## config.mk

```make
export PLATFORM = sky130hd
export DESIGN_NAME = x1_mem_arbiter_flat
export DESIGN_NICKNAME = d
export VERILOG_FILES = /design/src/rtl/x1_mem_arbiter_if.sv /design/src/rtl/x1_mem_arbiter.sv /design/src/flat_wrapper.sv
export SDC_FILE = /design/constraint.sdc
export NUM_CORES = 1
export LEC_CHECK = 0
export CAP_MARGIN = 20
export CORE_ASPECT_RATIO = 0.9
export CORE_UTILIZATION = 50
export DETAILED_ROUTE_END_ITERATION = 7
export DONT_BUFFER_PORTS = 1
export PLACE_DENSITY = 0.77
export RECOVER_POWER = 50
export SYNTH_ARGS = -nofsm -noshare
export SYNTH_HDL_FRONTEND = slang
export SYNTH_SLANG_ARGS = --single-unit
```

## constraint.sdc

```tcl
create_clock -name clk_sys -period 5.8 [get_ports clk_sys]
set_input_delay 1.45 -clock clk_sys [delete_from_list [all_inputs] [get_ports clk_sys]]
set_output_delay 1.45 -clock clk_sys [all_outputs]
set_load 0.05 [all_outputs]
```

## src/rtl/x1_mem_arbiter_if.sv

```systemverilog
// rtl/x1_mem_arbiter_if.sv - requester and RAM port bundle for x1_mem_arbiter
interface x1_mem_arbiter_if #(
    parameter int AW = 16
);
    // ioctl download loader
    logic          ioctl_download;
    logic [7:0]    ioctl_index;
    logic          ioctl_wr;
    logic [24:0]   ioctl_addr;
    logic [7:0]    ioctl_dout;
    logic          ioctl_wait;
    logic          dl_busy;
    // Z80 CPU bus
    logic          cpu_req;
    logic          cpu_we;
    logic [AW-1:0] cpu_addr;
    logic [7:0]    cpu_din;
    logic [7:0]    cpu_dout;
    logic          cpu_ack;
    // video fetch unit
    logic          vid_req;
    logic [AW-1:0] vid_addr;
    logic [7:0]    vid_dout;
    logic          vid_valid;
    // RAM port A
    logic [AW-1:0] ram_addr;
    logic          ram_we;
    logic [7:0]    ram_din;
    logic [7:0]    ram_dout;

    // Arbiter side
    modport slave (
        input  ioctl_download, ioctl_index, ioctl_wr, ioctl_addr, ioctl_dout,
        output ioctl_wait, dl_busy,
        input  cpu_req, cpu_we, cpu_addr, cpu_din,
        output cpu_dout, cpu_ack,
        input  vid_req, vid_addr,
        output vid_dout, vid_valid,
        output ram_addr, ram_we, ram_din,
        input  ram_dout
    );

    // Requesters and RAM side
    modport master (
        output ioctl_download, ioctl_index, ioctl_wr, ioctl_addr, ioctl_dout,
        input  ioctl_wait, dl_busy,
        output cpu_req, cpu_we, cpu_addr, cpu_din,
        input  cpu_dout, cpu_ack,
        output vid_req, vid_addr,
        input  vid_dout, vid_valid,
        input  ram_addr, ram_we, ram_din,
        output ram_dout
    );
endinterface

```

## src/rtl/x1_mem_arbiter.sv

```systemverilog
// rtl/x1_mem_arbiter.sv - single-port RAM sequencer for download loader, CPU and video fetch
module x1_mem_arbiter #(
    parameter int          AW       = 16,
    parameter logic [7:0]  DL_INDEX = 8'h00
) (
    input  logic                clk_sys,
    input  logic                reset,
    x1_mem_arbiter_if.slave     bus
);
    logic          hold_valid_q, hold_valid_d;
    logic [AW-1:0] hold_addr_q,  hold_addr_d;
    logic [7:0]    hold_data_q,  hold_data_d;
    logic          dl_act_q,     dl_act_d;
    logic          vid_pend_q,   vid_pend_d;
    logic [AW-1:0] vid_addr_q,   vid_addr_d;
    logic          vid_last_q,   vid_last_d;
    logic          cpu_p1_q,     cpu_p1_d;
    logic          cpu_p1_we_q,  cpu_p1_we_d;
    logic          vid_p1_q,     vid_p1_d;
    logic          cpu_ack_q,    cpu_ack_d;
    logic [7:0]    cpu_dout_q,   cpu_dout_d;
    logic          vid_valid_q,  vid_valid_d;
    logic [7:0]    vid_dout_q,   vid_dout_d;
    logic [AW-1:0] last_addr_q,  last_addr_d;

    logic          dl_match, dl_in_range, dl_busy;
    logic          dl_elig, cpu_elig, vid_elig;
    logic          gnt_vid, gnt_dl, gnt_cpu;
    logic [AW-1:0] ram_addr;
    logic          ram_we;
    logic [7:0]    ram_din;

    // Arbitration on registered pending state, RAM drive, and next-state for capture and return pipes
    always_comb begin
        dl_match    = bus.ioctl_download && (bus.ioctl_index == DL_INDEX);
        dl_in_range = (bus.ioctl_addr[24:AW] == '0);
        dl_busy     = dl_act_q || hold_valid_q;

        // CPU is blocked in G+1 so a held cpu_req is not re-granted before its ack
        dl_elig  = hold_valid_q;
        cpu_elig = bus.cpu_req && !dl_busy && !cpu_p1_q;
        // Video steps aside for one slot after a grant when anyone else is waiting
        vid_elig = vid_pend_q && !(vid_last_q && (dl_elig || cpu_elig));

        // Grants are suppressed while reset is held so the RAM sees no stray write
        gnt_vid = !reset && vid_elig;
        gnt_dl  = !reset && !vid_elig && dl_elig;
        gnt_cpu = !reset && !vid_elig && !dl_elig && cpu_elig;

        ram_addr = last_addr_q;
        ram_we   = 1'b0;
        ram_din  = 8'h00;
        if (gnt_vid) begin
            ram_addr = vid_addr_q;
        end else if (gnt_dl) begin
            ram_addr = hold_addr_q;
            ram_we   = 1'b1;
            ram_din  = hold_data_q;
        end else if (gnt_cpu) begin
            ram_addr = bus.cpu_addr;
            ram_we   = bus.cpu_we;
            ram_din  = bus.cpu_we ? bus.cpu_din : 8'h00;
        end
        last_addr_d = ram_addr;

        // A strobe arriving while the byte is still held is dropped, old byte kept
        hold_valid_d = hold_valid_q;
        hold_addr_d  = hold_addr_q;
        hold_data_d  = hold_data_q;
        if (gnt_dl) begin
            hold_valid_d = 1'b0;
        end else if (bus.ioctl_wr && dl_match && dl_in_range && !hold_valid_q) begin
            hold_valid_d = 1'b1;
            hold_addr_d  = bus.ioctl_addr[AW-1:0];
            hold_data_d  = bus.ioctl_dout;
        end
        dl_act_d = dl_match;

        // Latest video request wins; a request in the grant cycle keeps the flag set
        vid_pend_d = vid_pend_q && !gnt_vid;
        vid_addr_d = vid_addr_q;
        if (bus.vid_req) begin
            vid_pend_d = 1'b1;
            vid_addr_d = bus.vid_addr;
        end
        vid_last_d = gnt_vid;

        cpu_p1_d    = gnt_cpu;
        cpu_p1_we_d = gnt_cpu && bus.cpu_we;
        vid_p1_d    = gnt_vid;
        cpu_ack_d   = cpu_p1_q;
        vid_valid_d = vid_p1_q;
        cpu_dout_d  = (cpu_p1_q && !cpu_p1_we_q) ? bus.ram_dout : cpu_dout_q;
        vid_dout_d  = vid_p1_q ? bus.ram_dout : vid_dout_q;
    end

    // State registers; reset abandons any in-flight access
    always_ff @(posedge clk_sys or posedge reset) begin
        if (reset) begin
            hold_valid_q <= 1'b0;
            hold_addr_q  <= '0;
            hold_data_q  <= 8'h00;
            dl_act_q     <= 1'b0;
            vid_pend_q   <= 1'b0;
            vid_addr_q   <= '0;
            vid_last_q   <= 1'b0;
            cpu_p1_q     <= 1'b0;
            cpu_p1_we_q  <= 1'b0;
            vid_p1_q     <= 1'b0;
            cpu_ack_q    <= 1'b0;
            cpu_dout_q   <= 8'h00;
            vid_valid_q  <= 1'b0;
            vid_dout_q   <= 8'h00;
            last_addr_q  <= '0;
        end else begin
            hold_valid_q <= hold_valid_d;
            hold_addr_q  <= hold_addr_d;
            hold_data_q  <= hold_data_d;
            dl_act_q     <= dl_act_d;
            vid_pend_q   <= vid_pend_d;
            vid_addr_q   <= vid_addr_d;
            vid_last_q   <= vid_last_d;
            cpu_p1_q     <= cpu_p1_d;
            cpu_p1_we_q  <= cpu_p1_we_d;
            vid_p1_q     <= vid_p1_d;
            cpu_ack_q    <= cpu_ack_d;
            cpu_dout_q   <= cpu_dout_d;
            vid_valid_q  <= vid_valid_d;
            vid_dout_q   <= vid_dout_d;
            last_addr_q  <= last_addr_d;
        end
    end

    assign bus.ioctl_wait = hold_valid_q;
    assign bus.dl_busy    = dl_busy;
    assign bus.cpu_ack    = cpu_ack_q;
    assign bus.cpu_dout   = cpu_dout_q;
    assign bus.vid_valid  = vid_valid_q;
    assign bus.vid_dout   = vid_dout_q;
    assign bus.ram_addr   = ram_addr;
    assign bus.ram_we     = ram_we;
    assign bus.ram_din    = ram_din;
endmodule

```

## src/flat_wrapper.sv

```systemverilog
// flat-port wrapper written by rule: the top's interface ports become plain ports
module x1_mem_arbiter_flat 
#(
    parameter int          AW       = 16,
    parameter logic [7:0]  DL_INDEX = 8'h00
)
  (clk_sys, reset, bus_ioctl_download, bus_ioctl_index, bus_ioctl_wr, bus_ioctl_addr, bus_ioctl_dout, bus_ioctl_wait, bus_dl_busy, bus_cpu_req, bus_cpu_we, bus_cpu_addr, bus_cpu_din, bus_cpu_dout, bus_cpu_ack, bus_vid_req, bus_vid_addr, bus_vid_dout, bus_vid_valid, bus_ram_addr, bus_ram_we, bus_ram_din, bus_ram_dout);
  x1_mem_arbiter_if #(.AW(AW)) bus_i ();
  input  logic clk_sys;
  input  logic reset;
  input wire logic [$bits(bus_i.ioctl_download)-1:0] bus_ioctl_download;
  input wire logic [$bits(bus_i.ioctl_index)-1:0] bus_ioctl_index;
  input wire logic [$bits(bus_i.ioctl_wr)-1:0] bus_ioctl_wr;
  input wire logic [$bits(bus_i.ioctl_addr)-1:0] bus_ioctl_addr;
  input wire logic [$bits(bus_i.ioctl_dout)-1:0] bus_ioctl_dout;
  output wire logic [$bits(bus_i.ioctl_wait)-1:0] bus_ioctl_wait;
  output wire logic [$bits(bus_i.dl_busy)-1:0] bus_dl_busy;
  input wire logic [$bits(bus_i.cpu_req)-1:0] bus_cpu_req;
  input wire logic [$bits(bus_i.cpu_we)-1:0] bus_cpu_we;
  input wire logic [$bits(bus_i.cpu_addr)-1:0] bus_cpu_addr;
  input wire logic [$bits(bus_i.cpu_din)-1:0] bus_cpu_din;
  output wire logic [$bits(bus_i.cpu_dout)-1:0] bus_cpu_dout;
  output wire logic [$bits(bus_i.cpu_ack)-1:0] bus_cpu_ack;
  input wire logic [$bits(bus_i.vid_req)-1:0] bus_vid_req;
  input wire logic [$bits(bus_i.vid_addr)-1:0] bus_vid_addr;
  output wire logic [$bits(bus_i.vid_dout)-1:0] bus_vid_dout;
  output wire logic [$bits(bus_i.vid_valid)-1:0] bus_vid_valid;
  output wire logic [$bits(bus_i.ram_addr)-1:0] bus_ram_addr;
  output wire logic [$bits(bus_i.ram_we)-1:0] bus_ram_we;
  output wire logic [$bits(bus_i.ram_din)-1:0] bus_ram_din;
  input wire logic [$bits(bus_i.ram_dout)-1:0] bus_ram_dout;
  assign bus_i.ioctl_download = bus_ioctl_download;
  assign bus_i.ioctl_index = bus_ioctl_index;
  assign bus_i.ioctl_wr = bus_ioctl_wr;
  assign bus_i.ioctl_addr = bus_ioctl_addr;
  assign bus_i.ioctl_dout = bus_ioctl_dout;
  assign bus_ioctl_wait = bus_i.ioctl_wait;
  assign bus_dl_busy = bus_i.dl_busy;
  assign bus_i.cpu_req = bus_cpu_req;
  assign bus_i.cpu_we = bus_cpu_we;
  assign bus_i.cpu_addr = bus_cpu_addr;
  assign bus_i.cpu_din = bus_cpu_din;
  assign bus_cpu_dout = bus_i.cpu_dout;
  assign bus_cpu_ack = bus_i.cpu_ack;
  assign bus_i.vid_req = bus_vid_req;
  assign bus_i.vid_addr = bus_vid_addr;
  assign bus_vid_dout = bus_i.vid_dout;
  assign bus_vid_valid = bus_i.vid_valid;
  assign bus_ram_addr = bus_i.ram_addr;
  assign bus_ram_we = bus_i.ram_we;
  assign bus_ram_din = bus_i.ram_din;
  assign bus_i.ram_dout = bus_ram_dout;
  x1_mem_arbiter #(.AW(AW), .DL_INDEX(DL_INDEX)) u_core (.clk_sys(clk_sys), .reset(reset), .bus(bus_i));
endmodule
```

# After elaboration in Yosys (flattened, before gate mapping)
# Index checks and enable logic that the tools add are counted.
# Widths: inputs -> output; s select.
# word_totals
romBits	0
wordCells	58
input_bits	96
ff_bits	80
memories	0
output_inout_bits	45
latch_bits	0
ram_bits	0
# op_classes
reduce_logical	30
muxes	13
add_sub_neg	0
div_mod_pow	0
bitwise_logic	1
eq_ne	0
n_lt_le_gt_ge	0
mul	0
n_shift	0
# ops
cell	n
$mux 16	3
$mux 8	4
$logic_and 1x1->1	16
$logic_not 9->1	1
$logic_not 1->1	8
$logic_not 8->1	1
$mux 1	6
$logic_or 1x1->1	2
$reduce_and 2->1	1
$reduce_bool 2->1	1
$not 1->1	1

# Logic depth before layout (Yosys ltp)
# Gate-level depths: netlist of run 1.
# depth
depth_word	15
ltp_mapped	7
ltp_nobuf	5

# Least setup slack after synthesis of run 1
# Ideal clock, no wire load.
# synth_timing
path_kind	input -> output
from	input port reset
to	output port bus_ram_addr[0]
setup_slack_ns	-0.581
required_time_ns	4.350
cell_stages	4
t_arrival_ns	4.931
n_path_buf	1
path_cell_list	clkbuf_1 inv_1 nand3_1 o32ai_1
# synth_between
elab_chain_cells	7
word_cells_on_any_way	9
classes_between	mux: 3; reduce/logical: 6
# synth_rtl
element	line	rtl
start: declaration	flat_wrapper.sv:10	input logic reset;
$logic_not 1->1 *	x1_mem_arbiter.sv:46, x1_mem_arbiter.sv:47, x1_mem_arbiter.sv:48	
$logic_and 1x1->1	x1_mem_arbiter.sv:47, x1_mem_arbiter.sv:48	
$logic_and 1x1->1 (2 in series)	x1_mem_arbiter.sv:48	gnt_cpu = !reset && !vid_elig && !dl_elig && cpu_elig;
$mux 16	x1_mem_arbiter.sv:59	end else if (gnt_cpu) begin
$mux 16	x1_mem_arbiter.sv:55	end else if (gnt_dl) begin
$mux 16 *	x1_mem_arbiter.sv:53	if (gnt_vid) begin
end: declaration	flat_wrapper.sv:28	output wire logic [$bits(bus_i.ram_addr)-1:0] bus_ram_addr;
# Mark *: on every way between the ends. The rest lies on a longest branch, timed or not.

# Worst setup path after layout of run 1
# layout_timing
from	input port bus_cpu_req
to	output port bus_ram_din[3]
# layout_between
elab_chain_cells	13
word_cells_on_any_way	15
classes_between	mux: 3; reduce/logical: 12
# layout_rtl
element	line	rtl
start: declaration	flat_wrapper.sv:18	input wire logic [$bits(bus_i.cpu_req)-1:0] bus_cpu_req;
$logic_and 1x1->1 * (2 in series)	x1_mem_arbiter.sv:41	cpu_elig = bus.cpu_req && !dl_busy && !cpu_p1_q;
$logic_or 1x1->1	x1_mem_arbiter.sv:43	vid_elig = vid_pend_q && !(vid_last_q && (dl_elig || cpu_elig));
$logic_and 1x1->1	x1_mem_arbiter.sv:43	
$logic_not 1->1	x1_mem_arbiter.sv:43	
$logic_and 1x1->1	x1_mem_arbiter.sv:43	
$logic_not 1->1	x1_mem_arbiter.sv:47, x1_mem_arbiter.sv:48	
$logic_and 1x1->1	x1_mem_arbiter.sv:47, x1_mem_arbiter.sv:48	
$logic_and 1x1->1 (2 in series)	x1_mem_arbiter.sv:48	
$mux 8	x1_mem_arbiter.sv:59	
$mux 8	x1_mem_arbiter.sv:55	
$mux 8 *	x1_mem_arbiter.sv:53	
end: declaration	flat_wrapper.sv:30	output wire logic [$bits(bus_i.ram_din)-1:0] bus_ram_din;
# Marks and branches as above.

==> metrics.txt, run 1 <==
#FFs+latches synth 80; Synthesis Warnings 0; Highest Clock Rate 0.201 GHz; layout cells sized above 1 0.297; net count after synthesis 399; TritonRoute pass-1 iters 4; Setup Fix Bufs, Post-CTS 0; Hold WC Path Type register to register; cell taking the most area after synthesis dfrtp_1; initial antenna violation count 0; Area growth syn-to-layout 12.1%; min Tclk post-route 4.98 ns; main flop type after synthesis dfrtp_1; dpl cell area 3770 µm²; CTS HTree Levels 3; Worst VDD drop 0.000217 V; Netlist Area Pre-Place 3550 µm²; cells after synthesis 303; Initial Util 0.528; total track usage 0.218; gpl congestion 0.795; largest net degree at the start of global routing 81; commonest non-fill, non-tap cell in the layout dfrtp_1; Post-synth EDFFs 0; max-cap violations 1; FF-to-FF path depth 6; CTS Buf Count 9; Avg WL per Cell 19.1 µm; DRT iter0 DRCs 106; Skew-Pair Late Insertion Delay 0.35 ns; Chip Height 82.0 µm; WL final 7.83 mm; Rows 28; placed insts 393; critical path arrival 3.53 ns; post_cts resized 0; Clock Tree Buf Depth 2; Synth top area share 0.563; Avg Cell Area, Syn 11.7 µm²; Setup Viol. Count Final 0; Worst Setup Start Kind input pin; Slew HR -0.274; period utilization 0.859; worst r2r dst u_core.last_addr_q[13]; CTS root buf clkbuf_8; pwr/cell area 364 nW/µm²; ys async rst share 1.00; RSZ-0062 raised after global routing false; Port-buffer cells 0; top cells by area, synth dfrtp_1, mux2_2, o32ai_2; hold path depth 0; CP Class input pin to primary output; vias in the first global route 2,403; die area 7450 µm²; fin cells 410; clk sinks 80; Fill cells 566; Post-DP HPWL 5.61 mm; failing checks max-capacitance violations, max-slew violations; TritonCTS clock tree built; Clock Skews 0.00868 ns; worst slew pin tran 1.91 ns; first-pass GRT wire length 12.3 mm; most frequent cells in the layout dfrtp_1, mux2_2; status finished, violations left; hold path endpoint u_core.bus.cpu_ack; synth unique cells 36; drt drc 0; setup TNS 0 ns; sequential area share after synthesis 0.563; Overflow after GRT 0; setup slack, reg-to-reg 3.15 ns; Antenna Cells 0; Critical Path Fanout Max 18; CP Data Required Time 4.35 ns; reg-to-reg startpoint u_core.bus.ioctl_wait; Hold Path Origin u_core.cpu_ack_d; # nets final 412; area of the core 6730 µm²; Final Max Slew Viols 81; cts hold-fix bufs 0; design area 3990 µm²; Vias 2,354; Leak 1.81 nW; Worst Setup End Kind primary output; total power 1.45 mW; clk slew on worst S/H paths 0.08 ns; ANT nets after route 0; Final Hold Vio Count 0; Worst Hold Slack 0.440 ns; io pins 141; vias per cell 5.74; Die W 90.9 µm
==> Yosys cell counts, types with 2 or more instances <==
| cell | instances |
|---|---|
| a21oi_1 | 16 |
| a22o_1 | 8 |
| buf_2 | 4 |
| buf_4 | 2 |
| buf_6 | 2 |
| clkbuf_1 | 10 |
| dfrtp_1 | 80 |
| inv_1 | 18 |
| mux2_1 | 4 |
| mux2_2 | 36 |
| nand2_1 | 17 |
| nand2b_1 | 16 |
| nand3_1 | 3 |
| nor2_1 | 17 |
| nor2b_1 | 2 |
| nor3_1 | 17 |
| nor4_1 | 2 |
| o21ai_0 | 17 |
| o32ai_1 | 7 |
| o32ai_2 | 9 |
==> metal layers <==
layer | vias to the layer above | track usage | routed length, µm | share of wire
met1 | 1168 | 0.258 | 3180 | 0.41
met5 | - | 0 | 0 | 0
met3 | 9 | 0.106 | 746 | 0.095
met2 | 90 | 0.363 | 3820 | 0.49
li1 | 1087 | - | - | -
met4 | 0 | 0.0492 | 80 | 0.010
==> flip-flops by register name, indices dropped and copies added (netlist names), 8 cells and up <==
name                 flops
u_core.hold_data_q       8
u_core.hold_addr_q      16
u_core.bus.cpu_dout      8
u_core.last_addr_q      16
u_core.vid_addr_q       16
u_core.bus.vid_dout      8
==> layout make-up <==
class                           count  area, µm²  share of cell area
Multi-Input combinational cell    185       1430               0.359
Sequential cell                    80       2000               0.502
Clock buffer                        9        124              0.0311
Tap cell                           90        113              0.0283
Timing Repair Buffer               21        178              0.0446
Inverter                           19       77.6              0.0195
Clock inverter                      6       61.3              0.0154
==> metrics by stage <==
stage,utilization,worst slack (ns)
after global placement,0.559,0.822
after CTS,0.589,0.816
after global routing,0.592,0.745
after floorplan,-,0.175
after detailed placement,0.561,0.818
final,0.592,0.817
==> critical path: stages <==
cell      delay (ns)
or3b_1          0.32
or4_1           0.76
clkinv_4        0.28
and2_4          0.25
a22o_1          0.47
==> where the power goes <==
| part | total, mW | internal [mW] | switching (mW) |
|---|---|---|---|
| clock network | 0.392 | 0.195 | 0.197 |
| logic | 0.297 | 0.107 | 0.190 |
| registers | 0.763 | 0.622 | 0.142 |
==> cells by family after synthesis <==
group                  after synthesis  synth area share
AO/OA/AOI/OAI                       59             0.130
flip-flops                          80             0.563
AND/OR/NAND/NOR                     86             0.128
buffers and inverters               38            0.0525
multiplexers                        40             0.127
==> how the worst max path moves through the flow <==
stage	start	endpoint	slack, ns	cells after the start
after floorplan	reset	bus_ram_addr[10]	0.18	5
after global placement	bus_cpu_req	bus_ram_din[5]	0.82	5
after detailed placement	bus_cpu_req	bus_ram_din[3]	0.82	5
after CTS	bus_cpu_req	bus_ram_din[3]	0.82	5
after global routing	bus_cpu_req	bus_ram_din[5]	0.74	5
final	bus_cpu_req	bus_ram_din[3]	0.82	5
Note: power is estimated with default switching activity, not from simulation.
==> run 2, diff against run 1 <==
--- a/config.mk
+++ b/config.mk
@@ -7,10 +7,10 @@
 export LEC_CHECK = 0
 export CAP_MARGIN = 20
 export CORE_ASPECT_RATIO = 0.9
-export CORE_UTILIZATION = 50
+export CORE_UTILIZATION = 32
 export DETAILED_ROUTE_END_ITERATION = 7
 export DONT_BUFFER_PORTS = 1
-export PLACE_DENSITY = 0.77
+export PLACE_DENSITY = 0.56
 export RECOVER_POWER = 50
 export SYNTH_ARGS = -nofsm -noshare
 export SYNTH_HDL_FRONTEND = slang
==> run 2 against run 1 <==
The run still ends with max-capacitance violations, max-slew violations left. Count of clock-buffer cells in the layout increased by 4. Total power grew 7.5%. Clock power increased by 27%. Cell count is 11% higher. Setup slack improved by 0.27 ns. Utilization fell by 21 points. Largest power group unchanged. Maximum frequency increased by 5.7%. Via count up 2.1%. Largest cell class unchanged. Design area grew 3.7%. Sequential share of layout area down 1.8 points. Combinational power barely moved.
==> metrics.txt, run 2 (synthesis gave the netlist of run 1 again) <==
Worst Setup End Kind primary output; Initial Util 0.329 (-0.200); Vias 2,404 (+2.1%); CTS Buf Count 9 (unchanged); Worst Setup Start Kind input pin; most frequent cells in the layout dfrtp_1, mux2_2, buf_4; Leak 1.85 nW (+2.4%); commonest non-fill, non-tap cell in the layout dfrtp_1; drt drc 0 (unchanged); TritonCTS clock tree built; Crit path buffers/inverters 2 (+1); total track usage 0.151 (-0.0663); Highest Clock Rate 0.212 GHz (+5.7%); Top delay family on crit path simple AND/OR/NAND/NOR gates; M3 GR Usage 0.0688 (-0.0368); Final Max Slew Viols 31 (-62%); Chip Height 102 µm (+24%); clk slew on worst S/H paths 0.06 ns (-0.02 ns); ANT nets after route 0 (unchanged); Worst VDD drop 0.000172 V (-21%); Top Registers u_core.hold_addr_q x16, u_core.last_addr_q x16, u_core.vid_addr_q x16; min Tclk post-route 4.72 ns (-0.268 ns); CP max stage cell a22o_1; RSZ-0062 raised after global routing false; Clock Tree Buf Depth 2 (unchanged); max-cap violations 1 (unchanged); Critical Path Max Stage Delay 0.47 ns (-0.29 ns); gr busiest metal met2; Clock Skews 0.00460 ns (-0.00409 ns); CTS HTree Levels 3 (unchanged); area of the core 10,800 µm² (+61%); die area 11,500 µm² (+55%); io pins 141 (unchanged); post_cts resized 0 (unchanged); dpl cell area 3840 µm² (+1.6%); DRT iter0 DRCs 74 (-30%); Slew HR -0.208 (+0.0667); layout cells sized above 1 0.288 (-0.00895); Skew-Pair Late Insertion Delay 0.33 ns (-0.02 ns); Hold WC Path Type register to register; met2 Track Usage GR 0.258 (-0.105); critical path arrival 3.27 ns (-0.26 ns); status finished, violations left; setup slack, reg-to-reg 3.35 ns (+0.20 ns); failing checks max-capacitance violations, max-slew violations; WL final 8.34 mm (+6.6%); Die W 113 µm (+24%); TritonRoute pass-1 iters 4 (unchanged); first-pass GRT wire length 13.2 mm (+7.2%); Area growth syn-to-layout 16.3%; vias per cell 5.27 (-8.2%); worst slew pin tran 1.81 ns (-0.100 ns); Critical Path Fanout Max 18 (unchanged); Port-buffer cells 0 (unchanged); design area 4130 µm² (+3.7%); cts hold-fix bufs 0 (unchanged); Rows 36 (+29%); largest net degree at the start of global routing 81 (unchanged); Setup Fix Bufs, Post-CTS 0 (unchanged); Post-DP HPWL 5.82 mm (+3.7%); clk sinks 80 (unchanged); Avg WL per Cell 18.3 µm (-4.2%); CP cell instances or3b_1, or4_1, buf_4, clkinv_4, and2_4, a22o_1; # nets final 414 (+0.49%); gpl congestion 0.783 (-1.5%); CP Class input pin to primary output; setup TNS 0 ns (unchanged); M1 GR Usage 0.170 (-0.0879); Antenna Cells 0 (unchanged); vias in the first global route 2,518 (+4.8%); CP Data Required Time 4.35 ns (about the same); Overflow after GRT 0 (unchanged); initial antenna violation count 1 (+1); period utilization 0.813 (-0.0462); CTS root buf clkbuf_16; Setup Viol. Count Final 0 (unchanged); Final Hold Vio Count 0 (unchanged); pwr/cell area 378 nW/µm² (+3.7%)
==> run 2: cell types whose count changed in the layout (fill, tap and decap cells not counted), sizes merged <==
| cell | change |
|---|---|
| clkinv | -1 |
| buf | +2 |
| clkbuf | +4 |
| bufinv | -1 |
| clkinvlp | -1 |
==> run 2: power breakdown <==
group          switching [mW]  total (mW)  leakage, nW  internal, mW
logic                   0.191       0.300        0.707         0.109
registers               0.140       0.763         1.02         0.623
clock network           0.209       0.498        0.128         0.289
==> run 2: final cells by class <==
type | count | area, µm²
Clock buffer | 13 | 240
Clock inverter | 3 | 18.8
Fill cell | 1073 | 6680
Inverter | 19 | 77.6
Multi-Input combinational cell | 185 | 1430
Sequential cell | 80 | 2000
Tap cell | 133 | 166
Timing Repair Buffer | 23 | 196
==> run 2: final timing paths <==
kind | startpoint | end | cells past startpoint
max in group asynchronous | reset | u_core.bus.vid_dout[5] | 2
hold reg to reg | u_core.cpu_ack_d | u_core.bus.cpu_ack | 0
hold / removal | u_core.cpu_ack_d | u_core.bus.cpu_ack | 0
setup / recovery | bus_cpu_req | bus_ram_din[6] | 6
setup reg to reg | u_core.vid_last_q | u_core.last_addr_q[12] | 6
min in group asynchronous | reset | u_core.hold_addr_q[7] | 2
==> run 2: per-layer routing <==
| layer | vias up | part of all wire |
|---|---|---|
| met3 | 8 | 0.088 |
| met4 | 0 | 0.012 |
| met1 | 1213 | 0.40 |
| li1 | 1096 | - |
| met2 | 87 | 0.50 |
| met5 | - | 0 |
==> run 2: metrics by stage <==
stage / total power [mW] / hold WS, ns / setup slack (ns) / std cells / utilization
after detailed placement: 1.07 / 0.459 / 1.07 / 438 / 0.355
after global placement: 1.07 / 0.450 / 1.08 / 438 / 0.355
after CTS: 1.58 / 0.474 / 1.06 / 454 / 0.379
after floorplan: 0.992 / 0.390 / 0.175 / 303 / -
final: 1.56 / 0.456 / 1.08 / 456 / 0.382
after global routing: 1.63 / 0.500 / 0.984 / 456 / 0.382
==> run 3, diff against run 2 <==
==> constraint.sdc (replaced) <==
create_clock -name clk_sys -period 4.2 [get_ports clk_sys]
set_input_delay 1.05 -clock clk_sys [delete_from_list [all_inputs] [get_ports clk_sys]]
set_output_delay 1.05 -clock clk_sys [all_outputs]
set_load 0.05 [all_outputs]
==> run 3 against run 2 <==
The flow still finishes with violations (max-capacitance violations, max-slew violations). Count of clock-buffer cells in the layout fell by 1. Largest cell class unchanged. Sequential share of layout area decreased by 2.3 points. Die area unchanged. Cell count up 0.22%. Hold slack worse by 0.0036 ns. Global-route usage rose by 0.53 points. Combinational power is 42% higher. Register-to-register slack got worse by 1.6 ns. Total power rose by 39%. Critical path depth shrank 1.
==> metrics.txt, run 3 (synthesis gave the netlist of run 1 again) <==
hold path endpoint u_core.bus.cpu_ack; clk sinks 80 (unchanged); gpl congestion 0.726 (-7.3%); worst slew pin tran 1.57 ns (-0.244 ns); ANT nets after route 0 (unchanged); vias in the first global route 2,418 (-4.0%); Area growth syn-to-layout 22.0%; CP Data Required Time 3.15 ns (-1.20 ns); status finished, violations left; TritonRoute pass-1 iters 4 (unchanged); Final Hold Vio Count 0 (unchanged); Critical Path Fanout Max 18 (unchanged); Worst Setup End Kind primary output; CTS HTree Levels 3 (unchanged); Top Registers u_core.hold_addr_q x16, u_core.last_addr_q x16, u_core.vid_addr_q x16; Worst VDD drop 0.000231 V (+34%); layout cells sized above 1 0.294 (+0.00619); Setup Fix Bufs, Post-CTS 0 (unchanged); Die W 113 µm (unchanged); clk slew on worst S/H paths 0.06 ns (about the same); reg-to-reg startpoint u_core.vid_last_q; Top delay family on crit path simple AND/OR/NAND/NOR gates; TritonCTS clock tree built; DRT iter0 DRCs 76 (+2.7%); Worst Setup Start Kind input pin; Avg WL per Cell 19.2 µm (+5.0%); placed insts 440 (+0.46%); worst r2r dst u_core.last_addr_q[10]; Hold WC Path Type register to register; Leak 1.88 nW (+1.6%); Slew HR -0.0447 (+0.163); Highest Clock Rate 0.266 GHz; fin cells 457 (+0.22%); Skew-Pair Late Insertion Delay 0.33 ns (about the same); io pins 141 (unchanged); Post-DP HPWL 6.20 mm (+6.6%); Port-buffer cells 0 (unchanged); FF-to-FF path depth 5 (-1); Overflow after GRT 0 (unchanged); CTS root buf clkbuf_16; Final Max Slew Viols 31 (unchanged); Critical Path Max Stage Delay 0.55 ns (+0.08 ns); vias per cell 5.25 (-0.47%); # nets final 415 (+0.24%); Clock Tree Buf Depth 2 (unchanged); setup slack, reg-to-reg 1.76 ns (-1.59 ns); commonest non-fill, non-tap cell in the layout dfrtp_1; pwr/cell area 502 nW/µm² (+33%); Register Area 2000 µm² (unchanged); critical path arrival 2.71 ns (-0.56 ns); largest net degree at the start of global routing 81 (unchanged); Setup Viol. Count Final 0 (unchanged); Worst Hold Slack 0.452 ns (-0.00362 ns); RSZ-0062 raised after global routing false; Crit path buffers/inverters 1 (-1); WL final 8.77 mm (+5.2%); period utilization 0.895; max-cap violations 1 (unchanged); Chip Height 102 µm (unchanged); area of the core 10,800 µm² (unchanged); CTS Buf Count 9 (unchanged); post_cts resized 0 (unchanged); drt drc 0 (unchanged); initial antenna violation count 1 (unchanged); first-pass GRT wire length 13.4 mm (+2.3%); hold path depth 0 (unchanged); Hold Path Origin u_core.cpu_ack_d; setup TNS 0 ns (unchanged); Vias 2,398 (-0.25%); most frequent cells in the layout dfrtp_1, mux2_2; Clock Skews 0.00752 ns (+0.00292 ns); total track usage 0.157 (+0.00527); min Tclk post-route 3.76 ns; Fill cells 1,038 (-3.3%); die area 11,500 µm² (unchanged); CP cell instances or3b_1, or4_1, clkinv_4, nor3_1, o32ai_4; CP max stage cell o32ai_4; cts hold-fix bufs 0 (unchanged); Initial Util 0.329 (unchanged); failing checks max-capacitance violations, max-slew violations; CP Class input pin to primary output; Rows 36 (unchanged); Multi-input gate area 1540 µm² (+8.0%)
==> run 3: cell count changes in the layout (fill, tap and decap cells not counted), moves of 2 or more <==
cell / previous run / this run
buf_12: 0 / 9
o32ai_2: 16 / 7
o32ai_4: 0 / 9
buf_4: 20 / 13
clkinvlp_4: 0 / 2
==> run 3: worst register-to-register path: stages, from the launching register on <==
cell and delay, ns:
dfrtp_1 0.66, nor2b_1 0.17, nor3b_4 0.53, buf_4 0.27, nor3_1 0.09, o32ai_4 0.55
==> run 3: worst max-delay path by stage <==
stage	start	endpoint	slack [ns]	depth (start not counted)
final	bus_cpu_req	bus_ram_addr[10]	0.44	5
after global routing	u_core.vid_last_q	bus_ram_addr[9]	0.34	5
after CTS	bus_cpu_req	bus_ram_addr[10]	0.43	5
after detailed placement	bus_cpu_req	bus_ram_addr[10]	0.44	5
after global placement	bus_cpu_req	bus_ram_addr[14]	0.47	5
after floorplan	reset	bus_ram_addr[10]	-0.07	5
==> run 3: stage by stage <==
stage / total power [mW] / setup slack [ns] / util / instance area (µm²)
4_1_cts: 2.21 / 0.430 / 0.401 / 4330
3_3_place_gp: 1.49 / 0.471 / 0.377 / 4080
2_1_floorplan: 1.43 / -0.0750 / - / 3760
5_1_grt: 2.27 / 0.345 / 0.401 / 4330
3_5_place_dp: 1.50 / 0.436 / 0.377 / 4080
6_report: 2.18 / 0.443 / 0.401 / 4340
==> run 3: per-layer routing <==
layer / wire length (µm) / share of wire / GRT usage / up-vias
met2: 4350 / 0.50 / 0.270 / 103
met5: 13 / 0.0015 / 0 / -
met1: 3730 / 0.43 / 0.187 / 1183
met3: 544 / 0.062 / 0.0522 / 11
li1: - / - / - / 1099
met4: 130 / 0.015 / 0.0476 / 2
==> run 3: power by group <==
group	leakage (nW)	internal (mW)	switching (mW)	total [mW]
Sequential	1.02	0.860	0.195	1.05
Clock	0.119	0.397	0.299	0.695
Combinational	0.747	0.150	0.277	0.427
Total	1.88	1.41	0.771	2.18
==> run 3: layout make-up <==
class                      count  share of cell area
antenna                        1            0.000577
clock buffer                  12              0.0545
sequential                    80               0.462
tap                          133              0.0384
inverter                      19              0.0179
clock inverter                 3             0.00462
multi-input combinational    185               0.356
timing repair buffer          24              0.0661
